File: src/rtl/pwm_fader.sv
// pwm_fader
//   Produces the 8-bit duty value VAL for a downstream PWM modulator.
//   It ramps VAL toward a target at a programmable tick rate and step size.
//   MODE selects a one-shot fade to TARGET or continuous breathing between
//   0 and TARGET. START/STOP control the engine. BUSY is high while a fade
//   is running, and DONE pulses for one cycle when a one-shot fade completes.
//
// Ports
//   CLK     in   1  clock
//   RST_N   in   1  asynchronous reset, active-low
//   START   in   1  start request, sampled only while idle
//   STOP    in   1  abort, honoured in any state, wins over START
//   MODE    in   1  0 = one-shot fade, 1 = breathing 0<->TARGET
//   TARGET  in   8  fade target / breathing peak, latched on accepted START
//   STEP    in   4  increment per tick, latched on START, 0 behaves as 1
//   VAL     out  8  registered duty value
//   BUSY    out  1  registered, high while not idle
//   DONE    out  1  registered one-cycle pulse at one-shot completion

module pwm_fader #(
  parameter int CLK_FREQ   = 12000000,
  parameter int STEP_HZ    = 1000,
  parameter int HOLD_STEPS = 64
) (
  input  logic       CLK,
  input  logic       RST_N,
  input  logic       START,
  input  logic       STOP,
  input  logic       MODE,
  input  logic [7:0] TARGET,
  input  logic [3:0] STEP,
  output logic [7:0] VAL,
  output logic       BUSY,
  output logic       DONE
);

  localparam int TP = CLK_FREQ / STEP_HZ;
  localparam int PW = $clog2(TP);
  localparam int HW = $clog2(HOLD_STEPS + 1);
  localparam logic [PW-1:0] TP_LAST   = PW'(TP - 1);
  localparam logic [HW-1:0] HOLD_LAST = HW'(HOLD_STEPS - 1);

  typedef enum logic [2:0] {
    S_IDLE,
    S_UP,
    S_DOWN,
    S_HOLD_HI,
    S_HOLD_LO
  } state_t;

  state_t        state_q, state_d;
  logic [7:0]    val_q, val_d;
  logic          done_q, done_d;
  logic          busy_q;
  logic [PW-1:0] presc_q;
  logic [7:0]    tgt_q, tgt_d;
  logic [3:0]    stp_q, stp_d;
  logic          mode_q, mode_d;
  logic [HW-1:0] hold_q, hold_d;
  logic          start_acc;
  logic          tick;

  logic [8:0]        up_sum;
  logic signed [9:0] dn_diff;
  logic [7:0]        dn_floor;

  assign tick = (presc_q == TP_LAST);

  // The arithmetic runs one bit wider than VAL (unsigned for the ramp up,
  // signed for the ramp down), so clamping against the target or the floor
  // happens before any 8-bit wrap can occur.
  assign up_sum   = {1'b0, val_q} + {5'b0, stp_q};
  assign dn_diff  = $signed({2'b00, val_q}) - $signed({6'b0, stp_q});
  assign dn_floor = mode_q ? 8'd0 : tgt_q;

  // Next-state logic. STOP is checked first, so it overrides both START and
  // any tick update. When STOP is asserted, VAL keeps its current value.
  // Breathing with a zero peak is latched as one-shot mode, so a later
  // ramp-down uses tgt (0) as its floor.
  always_comb begin
    state_d   = state_q;
    val_d     = val_q;
    done_d    = 1'b0;
    tgt_d     = tgt_q;
    stp_d     = stp_q;
    mode_d    = mode_q;
    hold_d    = hold_q;
    start_acc = 1'b0;
    if (STOP) begin
      state_d = S_IDLE;
    end else begin
      case (state_q)
        S_IDLE: begin
          if (START) begin
            start_acc = 1'b1;
            tgt_d     = TARGET;
            stp_d     = (STEP == 4'd0) ? 4'd1 : STEP;
            mode_d    = MODE && (TARGET != 8'd0);
            if (TARGET > val_q) begin
              state_d = S_UP;
            end else if (TARGET < val_q) begin
              state_d = S_DOWN;
            end else if (mode_d) begin
              state_d = S_HOLD_HI;
              hold_d  = '0;
            end else begin
              done_d = 1'b1;
            end
          end
        end
        S_UP: begin
          if (tick) begin
            if (up_sum >= {1'b0, tgt_q}) begin
              val_d = tgt_q;
              if (mode_q) begin
                state_d = S_HOLD_HI;
                hold_d  = '0;
              end else begin
                state_d = S_IDLE;
                done_d  = 1'b1;
              end
            end else begin
              val_d = up_sum[7:0];
            end
          end
        end
        S_DOWN: begin
          if (tick) begin
            if (dn_diff <= $signed({2'b00, dn_floor})) begin
              val_d = dn_floor;
              if (mode_q) begin
                state_d = S_HOLD_LO;
                hold_d  = '0;
              end else begin
                state_d = S_IDLE;
                done_d  = 1'b1;
              end
            end else begin
              val_d = dn_diff[7:0];
            end
          end
        end
        S_HOLD_HI: begin
          if (tick) begin
            if (hold_q == HOLD_LAST) state_d = S_DOWN;
            else                     hold_d  = hold_q + HW'(1);
          end
        end
        S_HOLD_LO: begin
          if (tick) begin
            if (hold_q == HOLD_LAST) state_d = S_UP;
            else                     hold_d  = hold_q + HW'(1);
          end
        end
        default: state_d = S_IDLE;
      endcase
    end
  end

  // State and output registers. The prescaler restarts on an accepted START,
  // so the first step lands exactly one tick period after the START edge.
  // BUSY is registered from the next state, so it drops on the same edge
  // that raises DONE.
  always_ff @(posedge CLK or negedge RST_N) begin
    if (!RST_N) begin
      state_q <= S_IDLE;
      val_q   <= '0;
      done_q  <= 1'b0;
      busy_q  <= 1'b0;
      presc_q <= '0;
      tgt_q   <= '0;
      stp_q   <= '0;
      mode_q  <= 1'b0;
      hold_q  <= '0;
    end else begin
      state_q <= state_d;
      val_q   <= val_d;
      done_q  <= done_d;
      busy_q  <= (state_d != S_IDLE);
      tgt_q   <= tgt_d;
      stp_q   <= stp_d;
      mode_q  <= mode_d;
      hold_q  <= hold_d;
      if (start_acc || tick) presc_q <= '0;
      else                   presc_q <= presc_q + PW'(1);
    end
  end

  assign VAL  = val_q;
  assign BUSY = busy_q;
  assign DONE = done_q;

endmodule

File: config.mk
export PLATFORM = sky130hd
export DESIGN_NAME = pwm_fader
export DESIGN_NICKNAME = d
export VERILOG_FILES = /design/src/rtl/pwm_fader.sv
export SDC_FILE = /design/constraint.sdc
export NUM_CORES = 1
export LEC_CHECK = 0
export ABC_AREA = 1
export CAP_MARGIN = 30
export CORE_ASPECT_RATIO = 1.2
export CORE_UTILIZATION = 45
export DETAILED_ROUTE_END_ITERATION = 8
export PLACE_DENSITY = 0.64
export RECOVER_POWER = 25
export SLEW_MARGIN = 10
export SYNTH_ARGS = -nofsm -noshare
export SYNTH_HDL_FRONTEND = slang
export SYNTH_SLANG_ARGS = --single-unit
File: constraint.sdc
create_clock -name CLK -period 7.2 [get_ports CLK]
set_clock_uncertainty 0.05 [all_clocks]
set_input_delay 1.44 -clock CLK [delete_from_list [all_inputs] [get_ports CLK]]
set_output_delay 1.44 -clock CLK [all_outputs]
set_load 0.02 [all_outputs]
==> metrics.log, run 1 <==
[metrics] largest buffer count on any clock path: 2
[metrics] portion of total power attributed to combinational logic: 53.3%
[metrics] TritonCTS clock tree: yes
[metrics] hold depth: 1
[metrics] worst hold-check path type: reg2reg
[metrics] overflow left after global routing: 0
[metrics] number of max-capacitance violations reported: 1
[metrics] standard cell area after detailed placement: 4219 µm²
[metrics] Max transition margin: -72.42%
[metrics] Crit. End Element: async pin
[metrics] footprint of the flip-flops and latches: 1176 µm²
[metrics] total routing usage reported by global routing: about a quarter
[metrics] Cells after DPL: 697
[metrics] Sum Neg Setup Slack: 0 ps
[metrics] reg2reg path depth: 20
[metrics] FFs w/ async S/R, synth: 100.0%
[metrics] sequence of cells on the critical path: buf_2 > clkbuf_1
[metrics] count of endpoints failing hold in the final timing report: 0
[metrics] CP startpoint kind: input port
[metrics] vertical die dimension: ~100 µm
[metrics] share of final-layout standard cells stronger than drive strength 1: 7.119%
[metrics] result of the run: finished with violations
[metrics] first-pass GRT wire length: 16.49 mm
[metrics] Netlist Area Pre-Place: a little under 4000 µm²
[metrics] Syn Nets: 620
[metrics] final weighted congestion in routability-driven placement: 0.8768
[metrics] hold slack: slightly above 400 ps
[metrics] vias in the first global route: 3603
[metrics] Power per Cell Area: about 270 nW/µm²
[metrics] Bufs and invs on worst path: 2
[metrics] post-synthesis sequential area ratio: 30.35%
[metrics] length of the first detailed-routing pass in iterations: 4
[metrics] antenna cell count: 0
[metrics] Total Die Area: 8987 µm²
[metrics] Total Wirelength: 9.503 mm
[metrics] Finish-stage setup viols: 0
[metrics] setup repair after global routing missed its margin: no
[metrics] Detail Route Antenna Nets: 0
[metrics] CP arrival: approximately 3400 ps
[metrics] total count of max-transition violations in the final report: 48
[metrics] FF+latch count, synth: 47
[metrics] sequential group share of total power: 30.4%
[metrics] Mapped Cells: around 570
[metrics] number of post-CTS setup repair buffers: 0
[metrics] Final Non-Filler Cells: 704
[metrics] Cell Int Power: between 0.6 and 0.7 mW
[metrics] average vias per placed instance: 5.148
[metrics] area taken by multi-input logic gates: 2300 µm²
[metrics] failing checks: capacitance limit, slew limit
[metrics] number of buffer cells added on primary ports: 26
[metrics] maximum net fanout on the critical path: 47
[metrics] pin count of the biggest net entering global routing: 48
[metrics] highest ir drop seen on vdd: about 120 µV
[metrics] net switching fraction of the power: 45.99%
[metrics] P_sw: roughly 0.54 mW
[metrics] half-perimeter wire length after detailed placement: 7.560 mm
[metrics] Residual DRC: 0
[metrics] antenna violations before repair: 0
[metrics] boundary pin count: 27
[metrics] CTS hold repair buffers: 0
[metrics] cts bufs inserted: 5
[metrics] Period Utilization, post-route: 49.18%
[metrics] post-synthesis cell type count: 39
[metrics] standard-cell rows: 36
[metrics] proportion of power drawn by the clock network: 16.4%
[metrics] cell with the largest stage delay on the worst path: sky130_fd_sc_hd__clkbuf_1
[metrics] Layout fillers: ~850
[metrics] most instantiated flip-flop cell in the synthesis netlist: sky130_fd_sc_hd__dfrtp_1
[metrics] synthesized area per cell: 6.834 µm²
[metrics] number of synthesized flops with an enable pin: 0
[metrics] initial standard-cell utilization of the core: 47.01%
[metrics] Std-Cell Core Area: just over 8000 µm²
[metrics] later-pin clock latency in the skew report: 320 ps
[metrics] transition time at the pin with the least slew margin: 2586 ps
[metrics] Crit Path Category: in2async
[metrics] Max Freq: between 200 and 300 MHz
[metrics] number of levels the H-tree was split into: 2
[metrics] initial detailed-routing violation count: 210
[metrics] number of nets in the final layout: approximately 640
[metrics] Yosys Warn Count: 0
[metrics] leakage: 2.229 nW
[metrics] x dimension of the die: between 80 and 90 µm
[metrics] post-route standard cell area excluding fillers: ~4300 µm²
[metrics] via count of the routed design: 3624
[metrics] Final Critical Period: 3541 ps
[metrics] CP Data Required Time: ~7000 ps
[metrics] detail-routed net length per standard cell: 13.50 µm
[metrics] Worst-path clk slew: 80 ps
[metrics] register-to-register setup slack: approximately 3700 ps
[metrics] clock net sink count: 47
[metrics] maximum cell stage delay along the critical path: 1830 ps
[metrics] clk root buf: sky130_fd_sc_hd__clkbuf_8
[metrics] post-cts resize count: 0
[metrics] logic depth of the worst setup path including buffers: 2
[metrics] Area growth syn-to-layout: 11.43%
[metrics] Top Family by Delay on Critical Path: buffers and inverters
==> state kept, by name, summed over array words and instances, names as in the netlist <==
name and count:
BUSY 1, DONE 1, stp_q 4, presc_q 14
mode_q 1, tgt_q 8, hold_q 7, VAL 8
state_q 3
==> cell families (layout without fill, tap and decap cells) <==
logic type	count (synthesis)	in the layout	synth area share [%]
AND/OR/NAND/NOR	311	311	36.42
flip-flops	47	47	30.35
XOR/XNOR	11	11	2.486
buffers and inverters	100	123	10.30
adder cells (fa/ha/maj)	36	36	12.01
AO/OA/AOI/OAI	62	62	8.428
==> power by group through the flow <==
| stage | registers [mW] | logic (mW) | clock network [mW] |
|---|---|---|---|
| global route | 0.368 | 0.724 | 0.208 |
| detailed placement | 0.365 | 0.626 | 0 |
| floorplan | 0.355 | 0.487 | 0 |
| finish | 0.359 | 0.630 | 0.194 |
| global placement | 0.363 | 0.619 | 0 |
| CTS | 0.359 | 0.630 | 0.200 |
==> layout by cell type (no fill, tap or decap), types with 2 or more instances in the layout <==
| master | count |
|---|---|
| sky130_fd_sc_hd__nand3_1 | 63 |
| sky130_fd_sc_hd__o21a_1 | 2 |
| sky130_fd_sc_hd__nor3_1 | 10 |
| sky130_fd_sc_hd__inv_1 | 71 |
| sky130_fd_sc_hd__o21ai_1 | 19 |
| sky130_fd_sc_hd__clkbuf_1 | 2 |
| sky130_fd_sc_hd__a21oi_1 | 29 |
| sky130_fd_sc_hd__nand2_4 | 2 |
| sky130_fd_sc_hd__dfrtp_1 | 47 |
| sky130_fd_sc_hd__nor4_1 | 2 |
| sky130_fd_sc_hd__xnor2_1 | 2 |
| sky130_fd_sc_hd__xor2_1 | 9 |
| sky130_fd_sc_hd__clkbuf_8 | 5 |
| sky130_fd_sc_hd__ha_1 | 34 |
| sky130_fd_sc_hd__nand4_1 | 11 |
| sky130_fd_sc_hd__nor2_1 | 52 |
| sky130_fd_sc_hd__o21ai_0 | 8 |
| sky130_fd_sc_hd__inv_2 | 16 |
| sky130_fd_sc_hd__nand2_1 | 154 |
| sky130_fd_sc_hd__nand2_2 | 3 |
| sky130_fd_sc_hd__clkdlybuf4s50_1 | 25 |
| sky130_fd_sc_hd__fa_1 | 2 |
| sky130_fd_sc_hd__nor2_2 | 2 |
| sky130_fd_sc_hd__nor3_2 | 3 |
==> cell usage after synthesis (all sizes together) (2+ instances only) <==
cell	number	area, µm²
a21oi	30	153.9
buf	10	61.30
clkbuf	2	7.510
dfrtp	47	1176
fa	2	40.04
ha	34	425.4
inv	87	326.6
nand2	159	619.3
nand3	65	342.8
nand4	11	68.82
nor2	56	239.0
nor3	14	96.35
nor4	3	25.02
o21a	2	15.01
o21ai	28	143.9
xnor2	2	17.52
xor2	9	78.83
==> path summary, 6_finish.rpt <==
kind,from,to
max,RST_N,hold_q[6]
min,presc_q[0],presc_q[0]
max reg2reg,VAL[0],hold_q[4]
min reg2reg,presc_q[0],presc_q[0]
max in group CLK,VAL[0],hold_q[4]
min in group asynchronous,RST_N,presc_q[3]
==> per-stage QoR <==
step	total power, mW	setup slack [ps]	util, %
2_1_floorplan	0.8417	4209	-
3_3_place_gp	0.9814	3533	51.18
3_5_place_dp	0.9904	3474	51.18
4_1_cts	1.190	3690	52.43
5_1_grt	1.300	3060	52.38
6_report	1.183	3659	52.38
==> cell type report <==
type | count | share of cell area [%]
Inverter | 88 | 7.650
Multi-Input combinational cell | 420 | 53.26
Timing Repair Buffer | 28 | 6.172
Tap cell | 114 | 3.303
Clock inverter | 1 | 0.6955
Clock buffer | 6 | 1.681
Sequential cell | 47 | 27.24
==> per-layer routing <==
layer	wire length, µm	global-route usage [%]	part of all wire [%]	vias to the layer above
met1	4130	28.31	43	1668
met2	4843	40.93	51	72
met5	0	0	0	-
met3	293	3.108	3.1	17
li1	-	-	-	1867
met4	235	10.00	2.5	0
No activity file was read; power rests on OpenSTA's default activity.
==> run 2: changes to the inputs <==
- PLACE_DENSITY: 0.64 -> 0.66
- clock period: 7.2 -> 2.9 ns (I/O delays scaled with it)
==> run 2 against run 1 <==
Against the previous run:
- the run ends with setup timing left
- worst setup slack lost 3700 ps
- die area did not move
- global-route usage increased by 1.7 points
- hold slack worse by 11 ps
- cell area increased by 16%
- highest routed layer unchanged
==> metrics.log, run 2 (synthesized netlist as in run 1, its figures left out) <==
[metrics] register with the most flip-flops: presc_q
[metrics] total count of max-transition violations in the final report: 0
[metrics] Largest register FFs: 14
[metrics] result of the run: finished with violations
[metrics] highest ir drop seen on vdd: 480.2 µV
[metrics] beginning of the critical path: stp_q[0]
[metrics] post-route standard cell area excluding fillers: 5026 µm²
[metrics] vertical die dimension: 103.7 µm
[metrics] antenna cell count: 0
[metrics] average vias per placed instance: 5.174
[metrics] crit-path most repeated cell: sky130_fd_sc_hd__nand2_1
[metrics] standard cell area after detailed placement: 4479 µm²
[metrics] later-pin clock latency in the skew report: approximately 310 ps
[metrics] total power consumption of the routed design: 3.559 mW
[metrics] failing checks: setup timing
[metrics] Final Non-Filler Cells: 760
[metrics] Max transition margin: 27.50%
[metrics] via count of the routed design: between 3000 and 4000
[metrics] cts bufs inserted: 5
[metrics] Sum Neg Setup Slack: -975.5 ps
[metrics] Top Family by Delay on Critical Path: simple AND/OR/NAND/NOR gates
[metrics] Crit Path Category: reg2reg
[metrics] worst hold-check path type: in2async
[metrics] boundary pin count: 27
[metrics] Worst-path clk slew: 100 ps
[metrics] Final Critical Period: 2987 ps
[metrics] CTS hold repair buffers: 0
[metrics] final weighted congestion in routability-driven placement: 0.9362
[metrics] count of endpoints failing hold in the final timing report: 0
[metrics] total routing usage reported by global routing: 25.09%
[metrics] x dimension of the die: 86.71 µm
[metrics] cell with the largest stage delay on the worst path: sky130_fd_sc_hd__dfrtp_2
[metrics] Cell Int Power: 1.943 mW
[metrics] Max Freq: 334.8 MHz
[metrics] area taken by multi-input logic gates: 2580 µm²
[metrics] Total Die Area: 8987 µm²
[metrics] overflow left after global routing: 0
[metrics] largest buffer count on any clock path: 2
[metrics] initial standard-cell utilization of the core: 47.01%
[metrics] commonest non-fill, non-tap cell in the layout: sky130_fd_sc_hd__nand2_1
[metrics] Crit. End Element: register
[metrics] Detail Route Antenna Nets: 0
[metrics] proportion of power drawn by the clock network: 11.1%
[metrics] CP Data Required Time: 3070 ps
[metrics] clk root buf: sky130_fd_sc_hd__clkbuf_8
[metrics] commonest non-fill, non-tap cells in the layout: sky130_fd_sc_hd__nand2_1, sky130_fd_sc_hd__inv_1, sky130_fd_sc_hd__nand3_1
[metrics] net switching fraction of the power: 45.41%
[metrics] Finish-stage setup viols: 18
[metrics] vias in the first global route: 4021
[metrics] reg2reg start: stp_q[0]
[metrics] Post-Route Utilization: 60.97%
[metrics] number of nets in the final layout: ~700
[metrics] CP startpoint kind: register
[metrics] maximum cell stage delay along the critical path: 460 ps
[metrics] share of final-layout standard cells stronger than drive strength 1: 23.84%
[metrics] Placement Setup Slack: -203.3 ps
[metrics] number of buffer cells added on primary ports: 26
[metrics] Std-Cell Core Area: 8243 µm²
[metrics] detail-routed net length per standard cell: 13.85 µm
[metrics] Period Utilization, post-route: 103.0%
[metrics] length of the first detailed-routing pass in iterations: 5
[metrics] sequential group share of total power: around a quarter
[metrics] antenna violations before repair: 0
[metrics] clock net sink count: 47
[metrics] leakage: 2.521 nW
[metrics] least setup slack across all paths after layout: -86.62 ps
[metrics] Power per Cell Area: 708.2 nW/µm²
[metrics] Total Wirelength: 10.53 mm
[metrics] Residual DRC: 0
[metrics] footprint of the flip-flops and latches: between 1000 and 1500 µm²
[metrics] CP arrival: 3160 ps
[metrics] number of levels the H-tree was split into: 2
[metrics] transition time at the pin with the least slew margin: 1088 ps
[metrics] Layout fillers: 775
[metrics] maximum net fanout on the critical path: 5
[metrics] half-perimeter wire length after detailed placement: 7.916 mm
[metrics] standard-cell rows: 36
[metrics] initial detailed-routing violation count: 230
[metrics] Area growth syn-to-layout: 29.71%
[metrics] number of max-capacitance violations reported: 0
[metrics] setup repair after global routing missed its margin: yes
[metrics] TritonCTS clock tree: yes
[metrics] sequence of cells on the critical path: ha_4 > fa_2 > nor2_4 > o21ai_2 > nand2_2 > xor2_2 > ha_1 > nand2_2 > nor2_2 > nand2_1 > nand3_1 > nand2_1 > nand2_1 > nand2_1 > nand2_2 > buf_6 > nand3_4 > nand3_2 > a21oi_2
[metrics] hold slack: roughly 400 ps
[metrics] Bufs and invs on worst path: 1
[metrics] first-pass GRT wire length: 18.02 mm
[metrics] portion of total power attributed to combinational logic: 63.5%
[metrics] Cells after DPL: 731
[metrics] pin count of the biggest net entering global routing: 26
[metrics] P_sw: between 1.5 and 2 mW
## run 2: cell types whose count changed in the layout (fill, tap and decap cells not counted), sizes merged
cell | previous run | this run
buf | 2 | 55
clkbuf | 7 | 8
bufinv | 1 | 0
clkinv | 1 | 3
nand3 | 65 | 66
## run 2: area by class of cell
class / count / area share (%)
clock inverters: 2 / 0.2738
flip-flops and latches: 47 / 23.50
inverters: 88 / 6.572
multi-input cells: 421 / 51.33
well taps: 114 / 2.838
repair buffers: 82 / 14.04
clock buffers: 6 / 1.444
## run 2: final timing paths
check / endpoint / slack [ps] / cells past startpoint
setup / recovery: DONE / -90 / 19
hold / removal: tgt_q[3] / 400 / 1
setup reg to reg: DONE / -90 / 19
hold reg to reg: presc_q[0] / 420 / 1
max in group asynchronous: hold_q[3] / 1230 / 2
min in group CLK: presc_q[0] / 420 / 1
## run 2: power groups by stage
stage	Combinational (mW)	Clock (mW)	Sequential (mW)
after floorplan	1.22	0	0.882
after CTS	2.04	0.411	0.889
final	2.26	0.396	0.902
after global routing	2.53	0.439	0.917
after global placement	1.72	0	0.903
after detailed placement	1.76	0	0.905
## run 2: metal layers
layer | wire (µm) | up-vias | track usage (%)
li1 | - | 1988 | -
met1 | 4461 | 1815 | 30.09
met2 | 5465 | 102 | 45.75
met3 | 324 | 27 | 2.390
met4 | 274 | 0 | 8.810
met5 | 0 | - | 0
## run 2: timing repair
action                                  in CTS  in global routing
endpoints found under the setup margin      20                 20
resized for setup                           28                 42
pin swaps                                   10                 25
endpoints found under the hold margin        0                  0
gates cloned                                 1                  0
buffers inserted                            17                  3
==> run 3: changes to the inputs <==
- PLACE_DENSITY: 0.66 -> 0.64
- clock period: 2.9 -> 3.46 ns (I/O delays scaled with it)
==> run 3 against run 2 <==
Against the previous run:
- the run ends with capacitance limit, slew limit left
- hold slack gained 14 ps
- worst setup slack gained 270 ps
- count of clock-buffer cells in the layout is the same
- via count shrank 6.0%
- combinational power shrank 38%
==> metrics.log, run 3 (synthesized netlist as in run 1, its figures left out) <==
[metrics] standard cell area after detailed placement: 4264 µm²
[metrics] CTS hold repair buffers: 0
[metrics] share of final-layout standard cells stronger than drive strength 1: 9.532%
[metrics] Total Wirelength: 9.726 mm
[metrics] first-pass GRT wire length: 16.73 mm
[metrics] portion of total power attributed to combinational logic: 54.1%
[metrics] Crit Path Category: reg2reg
[metrics] detail-routed net length per standard cell: 13.66 µm
[metrics] Total Die Area: about 9000 µm²
[metrics] later-pin clock latency in the skew report: 300 ps
[metrics] Power per Cell Area: 582.2 nW/µm²
[metrics] Area growth syn-to-layout: 13.72%
[metrics] Residual DRC: 0
[metrics] net switching fraction of the power: 45.81%
[metrics] Worst-path clk slew: 100 ps
[metrics] highest ir drop seen on vdd: 245.8 µV
[metrics] Final Critical Period: approximately 3300 ps
[metrics] TritonCTS clock tree: yes
[metrics] largest buffer count on any clock path: 2
[metrics] number of nets in the final layout: 650
[metrics] setup repair after global routing missed its margin: yes
[metrics] CP startpoint kind: register
[metrics] total count of max-transition violations in the final report: 36
[metrics] x dimension of the die: a little under 90 µm
[metrics] number of levels the H-tree was split into: 2
[metrics] register with the most flip-flops: presc_q
[metrics] number of max-capacitance violations reported: 1
[metrics] antenna cell count: 0
[metrics] Final Non-Filler Cells: 712
[metrics] vias in the first global route: 3649
[metrics] final weighted congestion in routability-driven placement: 0.8713
[metrics] P_sw: 1.175 mW
[metrics] Crit. End Element: register
[metrics] initial detailed-routing violation count: approximately 180
[metrics] transition time at the pin with the least slew margin: 1994 ps
[metrics] leakage: 2.273 nW
[metrics] average vias per placed instance: 5.192
[metrics] Finish-stage setup viols: 0
[metrics] cts bufs inserted: 5
[metrics] worst hold-check path type: reg2reg
[metrics] result of the run: finished with violations
[metrics] failing checks: capacitance limit, slew limit
[metrics] sequential group share of total power: 29.3%
[metrics] commonest non-fill, non-tap cells in the layout: sky130_fd_sc_hd__nand2_1, sky130_fd_sc_hd__inv_1, sky130_fd_sc_hd__nand3_1
[metrics] commonest non-fill, non-tap cell in the layout: sky130_fd_sc_hd__nand2_1
[metrics] Detail Route Antenna Nets: 0
[metrics] Sum Neg Setup Slack: 0 ps
[metrics] CP arrival: 3410 ps
[metrics] boundary pin count: 27
[metrics] maximum net fanout on the critical path: 10
[metrics] post-route standard cell area excluding fillers: 4407 µm²
[metrics] length of the first detailed-routing pass in iterations: 4
[metrics] half-perimeter wire length after detailed placement: 7.661 mm
[metrics] number of buffer cells added on primary ports: 26
[metrics] Cells after DPL: approximately 700
[metrics] antenna violations before repair: 0
[metrics] CP Data Required Time: 3600 ps
[metrics] proportion of power drawn by the clock network: 16.7%
[metrics] clk root buf: sky130_fd_sc_hd__clkbuf_8
[metrics] overflow left after global routing: 0
[metrics] Cell Int Power: 1.390 mW
[metrics] clock net sink count: 47
[metrics] Largest register FFs: 14
[metrics] Max Freq: 305.4 MHz
[metrics] count of endpoints failing hold in the final timing report: 0
[metrics] via count of the routed design: around 3700
[metrics] vertical die dimension: just over 100 µm
[metrics] initial standard-cell utilization of the core: around 47%
[metrics] Max transition margin: -32.92%
[metrics] total routing usage reported by global routing: 23.43%
[metrics] standard-cell rows: 36
[metrics] pin count of the biggest net entering global routing: 36
[metrics] hold slack: 416.2 ps
[metrics] Period Utilization, post-route: between 90% and 100%
[metrics] Std-Cell Core Area: between 8000 and 9000 µm²
-- run 3: metal layers --
metal	GRT usage, %	part of all wire (%)
met2	41.50	51
met4	8.095	2.5
met3	3.108	3.5
met1	28.67	43
met5	0	0
-- run 3: area by class of cell --
class	instances	area (µm²)
Inverter	88	330.3
Sequential cell	47	1177
Multi-Input combinational cell	420	2317
Timing Repair Buffer	35	321.6
Fill cell	830	3836
Tap cell	114	142.6
Clock inverter	2	35.03
Clock buffer	6	82.58
-- run 3: final timing paths --
path | start | to | slack, ps | depth (start not counted)
max in group asynchronous | RST_N | VAL[0] | 1190 | 1
hold / removal | presc_q[0] | presc_q[0] | 420 | 1
setup reg to reg | VAL[0] | BUSY | 190 | 21
setup / recovery | VAL[0] | BUSY | 190 | 21
min in group asynchronous | RST_N | presc_q[2] | 890 | 1
hold reg to reg | presc_q[0] | presc_q[0] | 420 | 1
-- run 3: timing repair --
item,CTS,global route
buffers inserted,0,1
setup endpoints to repair,0,19
resized for setup,0,6
-- run 3: through the flow --
step / util [%] / total power [mW] / setup slack, ps
2_1_floorplan: - / 1.752 / 469.5
3_3_place_gp: 51.73 / 2.080 / 137.4
3_5_place_dp: 51.73 / 2.104 / 128.1
4_1_cts: 53.16 / 2.548 / 80.95
5_1_grt: 53.46 / 2.816 / -20.23
6_report: 53.46 / 2.565 / 185.5
-- run 3: critical path: stages, from the launching register on --
cell and delay, ps:
sky130_fd_sc_hd__dfrtp_2 420, sky130_fd_sc_hd__inv_1 50, sky130_fd_sc_hd__ha_1 220, sky130_fd_sc_hd__fa_1 410, sky130_fd_sc_hd__nor2_1 150, sky130_fd_sc_hd__o21ai_2 90, sky130_fd_sc_hd__nand2_1 90, sky130_fd_sc_hd__xor2_1 200
sky130_fd_sc_hd__ha_1 280, sky130_fd_sc_hd__nand2_1 100, sky130_fd_sc_hd__nor2_2 60, sky130_fd_sc_hd__nand2_1 60, sky130_fd_sc_hd__nand3_1 70, sky130_fd_sc_hd__nand2_1 70, sky130_fd_sc_hd__nand2_1 50, sky130_fd_sc_hd__nand2_1 70
sky130_fd_sc_hd__nand2_2 120, sky130_fd_sc_hd__buf_4 190, sky130_fd_sc_hd__nand3_4 130, sky130_fd_sc_hd__nand3_1 100, sky130_fd_sc_hd__nand2_1 90, sky130_fd_sc_hd__nand3_1 70
-- run 3: power groups by stage --
stage | clock network [mW] | registers [mW] | logic (mW)
after CTS | 0.442 | 0.751 | 1.36
after global routing | 0.463 | 0.769 | 1.58
after floorplan | 0 | 0.739 | 1.01
final | 0.427 | 0.751 | 1.39
after detailed placement | 0 | 0.761 | 1.34
after global placement | 0 | 0.760 | 1.32
